===== config.mk =====
export PLATFORM = sky130hd
export DESIGN_NAME = adder_operand_sequencer
export DESIGN_NICKNAME = d
export VERILOG_FILES = /design/src/rtl/adder_operand_sequencer.sv
export SDC_FILE = /design/constraint.sdc
export NUM_CORES = 1
export LEC_CHECK = 0
export CAP_MARGIN = 20
export CELL_PAD_IN_SITES_DETAIL_PLACEMENT = 0
export CELL_PAD_IN_SITES_GLOBAL_PLACEMENT = 1
export CORE_MARGIN = 2
export CORE_UTILIZATION = 29
export DETAILED_ROUTE_END_ITERATION = 6
export PLACE_DENSITY = 0.73
export SLEW_MARGIN = 10
export SYNTH_ARGS = -nofsm -noshare
export SYNTH_HDL_FRONTEND = slang
export SYNTH_SLANG_ARGS = --single-unit

===== constraint.sdc =====
create_clock -name clk -period 2 [get_ports clk]
set_clock_uncertainty 0.15 [all_clocks]
set_input_delay 0.2 -clock clk [delete_from_list [all_inputs] [get_ports clk]]
set_output_delay 0.2 -clock clk [all_outputs]
set_load 0.02 [all_outputs]

===== src/rtl/adder_operand_sequencer.sv =====
// adder_operand_sequencer
//   Sequencing stage in front of a combinational ripple-carry adder. It accepts
//   an operand set over a valid/ready handshake and drives registered A/B/Cin
//   into the adder. It then holds those inputs for SETTLE_CYCLES cycles so the
//   carry chain can ripple, captures Sum/Cout plus a signed-overflow flag, and
//   presents the result downstream over a second valid/ready handshake.
//
// Ports
//   clk, rst_n                    clock, asynchronous active-low reset
//   in_valid/in_ready             upstream operand handshake
//   in_a, in_b, in_cin            operand set
//   add_a, add_b, add_cin         registered adder inputs (change only on accept)
//   add_sum, add_cout             combinational adder return
//   out_valid/out_ready           downstream result handshake
//   out_sum, out_cout, out_ovf    captured result and signed overflow
//   busy                          high while settling or holding a result
module adder_operand_sequencer #(
  parameter int unsigned WIDTH         = 32,
  parameter int unsigned SETTLE_CYCLES = 2   // legal range 1..255
) (
  input  logic             clk,
  input  logic             rst_n,
  input  logic             in_valid,
  output logic             in_ready,
  input  logic [WIDTH-1:0] in_a,
  input  logic [WIDTH-1:0] in_b,
  input  logic             in_cin,
  output logic [WIDTH-1:0] add_a,
  output logic [WIDTH-1:0] add_b,
  output logic             add_cin,
  input  logic [WIDTH-1:0] add_sum,
  input  logic             add_cout,
  output logic             out_valid,
  input  logic             out_ready,
  output logic [WIDTH-1:0] out_sum,
  output logic             out_cout,
  output logic             out_ovf,
  output logic             busy
);

  typedef enum logic [1:0] {StIdle, StSettle, StDone} state_e;

  localparam logic [7:0] CntInit = 8'(SETTLE_CYCLES - 1);

  state_e           state_q, state_d;
  logic [7:0]       cnt_q, cnt_d;
  logic [WIDTH-1:0] add_a_q, add_a_d;
  logic [WIDTH-1:0] add_b_q, add_b_d;
  logic             add_cin_q, add_cin_d;
  logic [WIDTH-1:0] out_sum_q, out_sum_d;
  logic             out_cout_q, out_cout_d;
  logic             out_ovf_q, out_ovf_d;
  logic             out_valid_q, out_valid_d;
  logic             accept;

  // A held result may be retired and replaced in the same cycle.
  assign in_ready = (state_q == StIdle) || ((state_q == StDone) && out_ready);
  assign accept   = in_valid && in_ready;
  assign busy     = (state_q == StSettle) || (state_q == StDone);

  always_comb begin
    state_d     = state_q;
    cnt_d       = cnt_q;
    add_a_d     = add_a_q;
    add_b_d     = add_b_q;
    add_cin_d   = add_cin_q;
    out_sum_d   = out_sum_q;
    out_cout_d  = out_cout_q;
    out_ovf_d   = out_ovf_q;
    out_valid_d = out_valid_q;

    case (state_q)
      StIdle: ;
      StSettle: begin
        if (cnt_q != 8'd0) begin
          cnt_d = cnt_q - 8'd1;
        end else begin
          out_sum_d   = add_sum;
          out_cout_d  = add_cout;
          // Like-signed operands producing an opposite-signed sum.
          out_ovf_d   = (add_a_q[WIDTH-1] == add_b_q[WIDTH-1]) &&
                        (add_sum[WIDTH-1] != add_a_q[WIDTH-1]);
          out_valid_d = 1'b1;
          state_d     = StDone;
        end
      end
      StDone: begin
        if (out_ready) begin
          out_valid_d = 1'b0;
          state_d     = StIdle;
        end
      end
      default: state_d = StIdle;
    endcase

    // The adder inputs are only ever loaded here, keeping them stable while settling.
    if (accept) begin
      add_a_d   = in_a;
      add_b_d   = in_b;
      add_cin_d = in_cin;
      cnt_d     = CntInit;
      state_d   = StSettle;
    end
  end

  always_ff @(posedge clk or negedge rst_n) begin
    if (!rst_n) begin
      state_q     <= StIdle;
      cnt_q       <= 8'd0;
      add_a_q     <= '0;
      add_b_q     <= '0;
      add_cin_q   <= 1'b0;
      out_sum_q   <= '0;
      out_cout_q  <= 1'b0;
      out_ovf_q   <= 1'b0;
      out_valid_q <= 1'b0;
    end else begin
      state_q     <= state_d;
      cnt_q       <= cnt_d;
      add_a_q     <= add_a_d;
      add_b_q     <= add_b_d;
      add_cin_q   <= add_cin_d;
      out_sum_q   <= out_sum_d;
      out_cout_q  <= out_cout_d;
      out_ovf_q   <= out_ovf_d;
      out_valid_q <= out_valid_d;
    end
  end

  assign add_a     = add_a_q;
  assign add_b     = add_b_q;
  assign add_cin   = add_cin_q;
  assign out_sum   = out_sum_q;
  assign out_cout  = out_cout_q;
  assign out_ovf   = out_ovf_q;
  assign out_valid = out_valid_q;

endmodule


==> results of run 1 <==
-- cell usage after synthesis (2+ instances only) --
library cell / instances
nor4_1: 2
mux2_2: 84
nor2b_1: 2
clkbuf_1: 8
dfrtp_1: 110
inv_1: 8
or4_1: 2
a21oi_1: 5
o211ai_1: 3
buf_6: 3
nor3b_1: 2
o21ai_0: 7
a21boi_0: 3
mux2_4: 16
nor2_1: 3
nand2_1: 4
ha_1: 6
-- stage by stage --
stage | setup WS [ps] | cell area, um2 | setup TNS [ps] | util, %
3_5_place_dp | -9.67 | 6840 | -32.7 | 45.2
3_3_place_gp | 26.4 | 6840 | 0 | 45.2
5_1_grt | -39.9 | 7270 | -1100 | 48.0
6_report | 29.4 | 7270 | 0 | 48.0
2_1_floorplan | -27.2 | 4470 | -1630 | -
4_1_cts | -3.19 | 7130 | -3.19 | 47.0
-- final timing paths --
check                           start        end  slack [ps]  cells past startpoint
max reg2reg                state_q[0]  add_a[18]          30                      8
min in group clk               in_cin    add_cin         310                      2
min reg2reg                 add_a[27]  add_a[27]         360                      1
max in group asynchronous       rst_n  add_b[28]         890                      3
max                        state_q[0]  add_a[18]          30                      8
min                             rst_n  add_b[25]         240                      3
-- area by class of cell --
type | count | area, um2
sequential | 110 | 2750
clock buffer | 12 | 246
fill | 1330 | 7880
tap | 188 | 235
timing repair buffer | 229 | 2320
multi-input combinational | 159 | 1650
clock inverter | 4 | 30.0
inverter | 8 | 30.0
-- flip-flops by register name, summed over array words and instances, names as in the netlist --
name,flops
add_a,32
out_ovf,1
out_cout,1
state_q,2
cnt_q,8
add_b,32
out_valid,1
add_cin,1
out_sum,32
-- routing by layer --
layer | GRT usage (%) | part of all wire (%)
met2 | 23.1 | 50
met1 | 16.6 | 41
met5 | 0 | 0
met4 | 5.04 | 1.9
met3 | 5.88 | 7.4
-- timing repair --
action	4_1_cts	5_1_grt
cloned	0	3
endpoints found under the setup margin	3	67
setup buffers	0	5
hold endpoints to repair	110	0
hold buffers	1	0
pin swaps	0	1
gates resized for setup	2	12
-- cells by family (layout without fill, tap and decap cells) --
family                     after synthesis  after routing
AOI/OAI and AO/OA                       29             29
DFF                                    110            110
muxes                                  101            101
adders and majority gates                6              6
buffers and inverters                   20            253
and+or+nand+nor                         23             23
-- report_power, final --
part           total [mW]  leakage, nW  switching [mW]  internal [mW]
registers            2.28         1.42          0.0187           2.26
logic               0.416         1.69           0.144          0.273
clock network        1.69        0.133           0.804          0.886
total                4.38         3.24           0.967           3.42
-- critical path, stage by stage, from the launching register on --
cell and delay, ps:
dfrtp_1 400, inv_2 90, ha_2 200, a21oi_2 60, buf_4 150, nor2_4 170
buf_6 150, clkbuf_16 160, mux2_2 330
==> results.toml, run 1 <==
[route]
drtIter0Drc = 115
drc_errors = 0
routed_wl_mm = 11.6
wl_per_cell_um = 16.4
vias_per_cell = 4.57
first_pass_iters = 4
antenna_left = 0
via_count = 3248

[pwr]
finalPower_mw = 4.38
peakVddDrop_mv = 0.437
p_per_area_nw_per_um2 = 603
power_leakage_nw = 3.24

[place]
gp_congestion = 0.767
dp_hpwl_mm = 8.19
dp_cells = 685
io_buffers = 203

[synth]
syn_nets = 397
synth_top_family_by_area = "multiplexers"
synthSimpleGateAreaFrac_pct = 3.30
synthFlopType = "dfrtp_1"
synth_xor_area_share_pct = 0
yosysTopAreaCell = "dfrtp_1"
synthDistinctLibCells = 38
synthMuxAreaShare_pct = 26.8
synth_compound_area_share_pct = 4.42
netlist_top_cells_area = "dfrtp_1, mux2_2, mux2_4"
avgSynthCellArea_um2 = 15.5
syn_area_um2 = 4470
ys_warn_count = 0
yosysSeqAreaShare_pct = 61.6
synth-adder-area-share_pct = 1.68
ys_ff_latch = 110
synthArstFlopShare_pct = 100
post-synth-top-area-fraction_pct = 61.6
syn-instance-count = 289
synth_edf_count = 0

[cts]
cts_made_buffers = 9
cts_tree = "done"
root_buffer = "clkbuf_16"
clock_sinks = 110
cts.path.max_buffers = 2
htreeDepth = 3
clock_latency_ps = 340
cts.clk_slew.worst_paths_ps = 70

[grt]
overflow = 0
grt_pass1_wl_mm = 18.0
antenna_found_initial = 0
grt_pass1_vias = 3496
grt_max_degree = 63
grtUsageTotal_pct = 14.1

[final_layout]
num_antenna_cells = 0
finalNonFillerCells = 710
layout_commonest_cell = "clkdlybuf4s50_1"
fin_nets = 625
final_cell_mix = "clkdlybuf4s50_1, dfrtp_1, mux2_2"
syn_to_final_growth_pct = 62.7
drive_above_1_share_pct = 29.3

[worst_setup_path]
critPathArrivalTime_ps = 2050
required_ps = 2080
path_max_fanout = 11
cp-start-kind = "register"
critPathKind = "register to register"
worstSetupEndpointType = "register"

[floorplan]
die_area_um2 = 16400
die_h_um = 128
start_util_pct = 29.5
core_um2 = 15100
die_x_um = 128
rows = 45
ios = 204

[timing]
fin_crit_sh_pct = 98.5
setup_violations = 0
worst_pin_slew_ps = 647
finalMaxSlewViolations = 0
layout_min_cycle_time_ps = 1970
slew_headroom_pct = 56.5
rsz0062_at_grt = "yes"
finalHoldViolCount = 0
max_freq_mhz = 507
holdWs_ps = 245

[worst_hold_path]
min_path_type = "input port to asynchronous set/reset pin"

[run]
cap_violations = 0

[status]
status = "completed"
(Power assumes the default switching activity.)
==> run 2: changes to the inputs <==
--- a/config.mk
+++ b/config.mk
@@ -9,9 +9,10 @@
 export CELL_PAD_IN_SITES_DETAIL_PLACEMENT = 0
 export CELL_PAD_IN_SITES_GLOBAL_PLACEMENT = 1
 export CORE_MARGIN = 2
-export CORE_UTILIZATION = 29
+export CORE_UTILIZATION = 44
 export DETAILED_ROUTE_END_ITERATION = 6
-export PLACE_DENSITY = 0.73
+export DONT_BUFFER_PORTS = 1
+export PLACE_DENSITY = 0.71
 export SLEW_MARGIN = 10
 export SYNTH_ARGS = -nofsm -noshare
 export SYNTH_HDL_FRONTEND = slang
==> constraint.sdc (replaced) <==
create_clock -name clk -period 2 [get_ports clk]
set_clock_uncertainty 0.15 [all_clocks]
set_input_delay 0.3 -clock clk [delete_from_list [all_inputs] [get_ports clk]]
set_output_delay 0.3 -clock clk [all_outputs]
set_load 0.02 [all_outputs]
==> run 2 against run 1 <==
Net effect:
- the run now ends with negative hold slack left
- sequential power increased by 2%
- non-clock buffer count decreased by 116
- largest power group unchanged
- worst setup slack improved by 43 ps
- cell count decreased by 24%
- sequential share of layout area increased by 8.4 points
- via count decreased by 15%
- hold slack got worse by 770 ps
- critical path depth decreased by 2
- power decreased by 12%
- first-iteration DRC count decreased by 54%
==> results.toml, run 2 (same netlist as run 1, synthesis figures left out) <==
[status]
status = "finished, violations left"
violations = "negative hold slack"

[worst_setup_path]
path_cells = "inv_2 -> ha_4 -> a21oi_4 -> buf_6 -> inv_2 -> buf_4"
critPathArrivalTime_ps = 1480
critPathTopFamily = "flip-flops"
critPathBufInv = 4
critical-path-slowest-cell = "dfrtp_1"
reg2reg_from = "state_q[0]"
cpMostUsedCell = "inv_2"
worstSetupEndpointType = "output pin"
critPathKind = "register to output pin"
cpPeakStageDelay_ps = 440
path_max_fanout = 5
crit_start = "state_q[1]"
required_ps = 1550
cp-start-kind = "register"

[timing]
slew_headroom_pct = 56.7
fin_crit_sh_pct = 96.4
layout_min_cycle_time_ps = 1930
holdWs_ps = -525
max_freq_mhz = 519
finalMaxSlewViolations = 0
finalHoldViolCount = 110
setup_violations = 0
final.setup.worst_slack_ps = 71.9
worst_pin_slew_ps = 643

[cts]
clock_latency_ps = 360
cts_tree = "done"
root_buffer = "clkbuf_8"
clock_sinks = 110
cts.clk_slew.worst_paths_ps = 100
cts.path.max_buffers = 2
holdBufCountCts = 100
htreeDepth = 3
cts_made_buffers = 9

[route]
antenna_left = 0
vias_per_cell = 5.12
first_pass_iters = 4
routed_wl_mm = 10.1
drtIter0Drc = 53
drc_errors = 0
wl_per_cell_um = 18.7
via_count = 2757

[floorplan]
die_area_um2 = 11000
ios = 204
rows = 36
die_h_um = 105
start_util_pct = 45.5
die_x_um = 105
core_um2 = 9820

[pwr]
peakVddDrop_mv = 0.330
power_leakage_nw = 2.77
p_per_area_nw_per_um2 = 647

[place]
dp_hpwl_mm = 6.06
post-place-ws_ps = 42.1
gp_congestion = 0.830
io_buffers = 0

[final_layout]
syn_to_final_growth_pct = 33.2
final_cell_mix = "dfrtp_1, dlygate4sd3_1, mux2_2"
drive_above_1_share_pct = 35.7
layout_commonest_cell = "dfrtp_1"
num_antenna_cells = 0
fin_nets = 509

[grt]
antenna_found_initial = 0
grt_pass1_wl_mm = 16.0
grtUsageTotal_pct = 18.5
grt_pass1_vias = 3047
overflow = 0
grt_max_degree = 111

[run]
cap_violations = 0

[worst_hold_path]
min_path_type = "input port to asynchronous set/reset pin"
run 2: changes by cell type in the layout (fill, tap and decap cells not counted), moves of 7 or more:
cell,before,now
clkbuf_16,11,0
clkbuf_8,1,10
dlygate4sd3_1,1,100
clkdlybuf4s50_1,200,0
buf_4,17,10
run 2: area by class of cell:
type                    instances  area (um2)
fillers                       774        3870
flip-flops and latches        110        2750
multi-input cells             159        1680
repair buffers                113        1130
well taps                     133         166
clock buffers                  11         141
clock inverters                 5        52.6
inverters                       8        30.0
run 2: report_power, final:
| part | internal, mW | switching, mW | total [mW] | leakage, nW |
|---|---|---|---|---|
| clock | 0.518 | 0.798 | 1.32 | 0.0952 |
| sequential | 2.26 | 0.0711 | 2.33 | 1.42 |
| combinational | 0.166 | 0.0419 | 0.207 | 1.26 |
| total | 2.94 | 0.911 | 3.85 | 2.77 |
run 2: worst paths after layout:
kind / end / slack [ps] / cells past startpoint
hold / removal: add_a[9] / -530 / 0
setup / recovery: in_ready / 70 / 6
min in group clk: state_q[0] / 110 / 3
hold reg to reg: cnt_q[4] / 480 / 2
setup reg to reg: add_a[2] / 110 / 7
max in group asynchronous: add_a[20] / 2080 / 0
run 2: routing by layer:
metal | GRT usage, % | part of all wire (%) | vias up
li1 | - | - | 1253
met4 | 5.05 | 0.60 | 0
met5 | 0 | 0 | -
met2 | 32.7 | 54 | 118
met3 | 7.11 | 8.0 | 4
met1 | 20.8 | 38 | 1382
run 2: stage by stage:
step	total power, mW	setup TNS, ps	util, %	std cells	cell area (um2)
6_report	3.85	0	60.6	539	5950
5_1_grt	4.01	-16.1	60.6	539	5950
4_1_cts	3.90	0	60.0	537	5890
3_5_place_dp	2.42	0	47.7	421	4690
3_3_place_gp	2.42	0	47.7	421	4690
2_1_floorplan	2.41	-1630	-	289	4470
run 2: repair_timing:
action                                  in CTS  in global routing
endpoints found under the setup margin       1                 55
cloned                                       0                  0
endpoints found under the hold margin      212                110
buffers inserted                             0                  2
pin swaps                                    0                  0
gates resized for setup                      3                 11
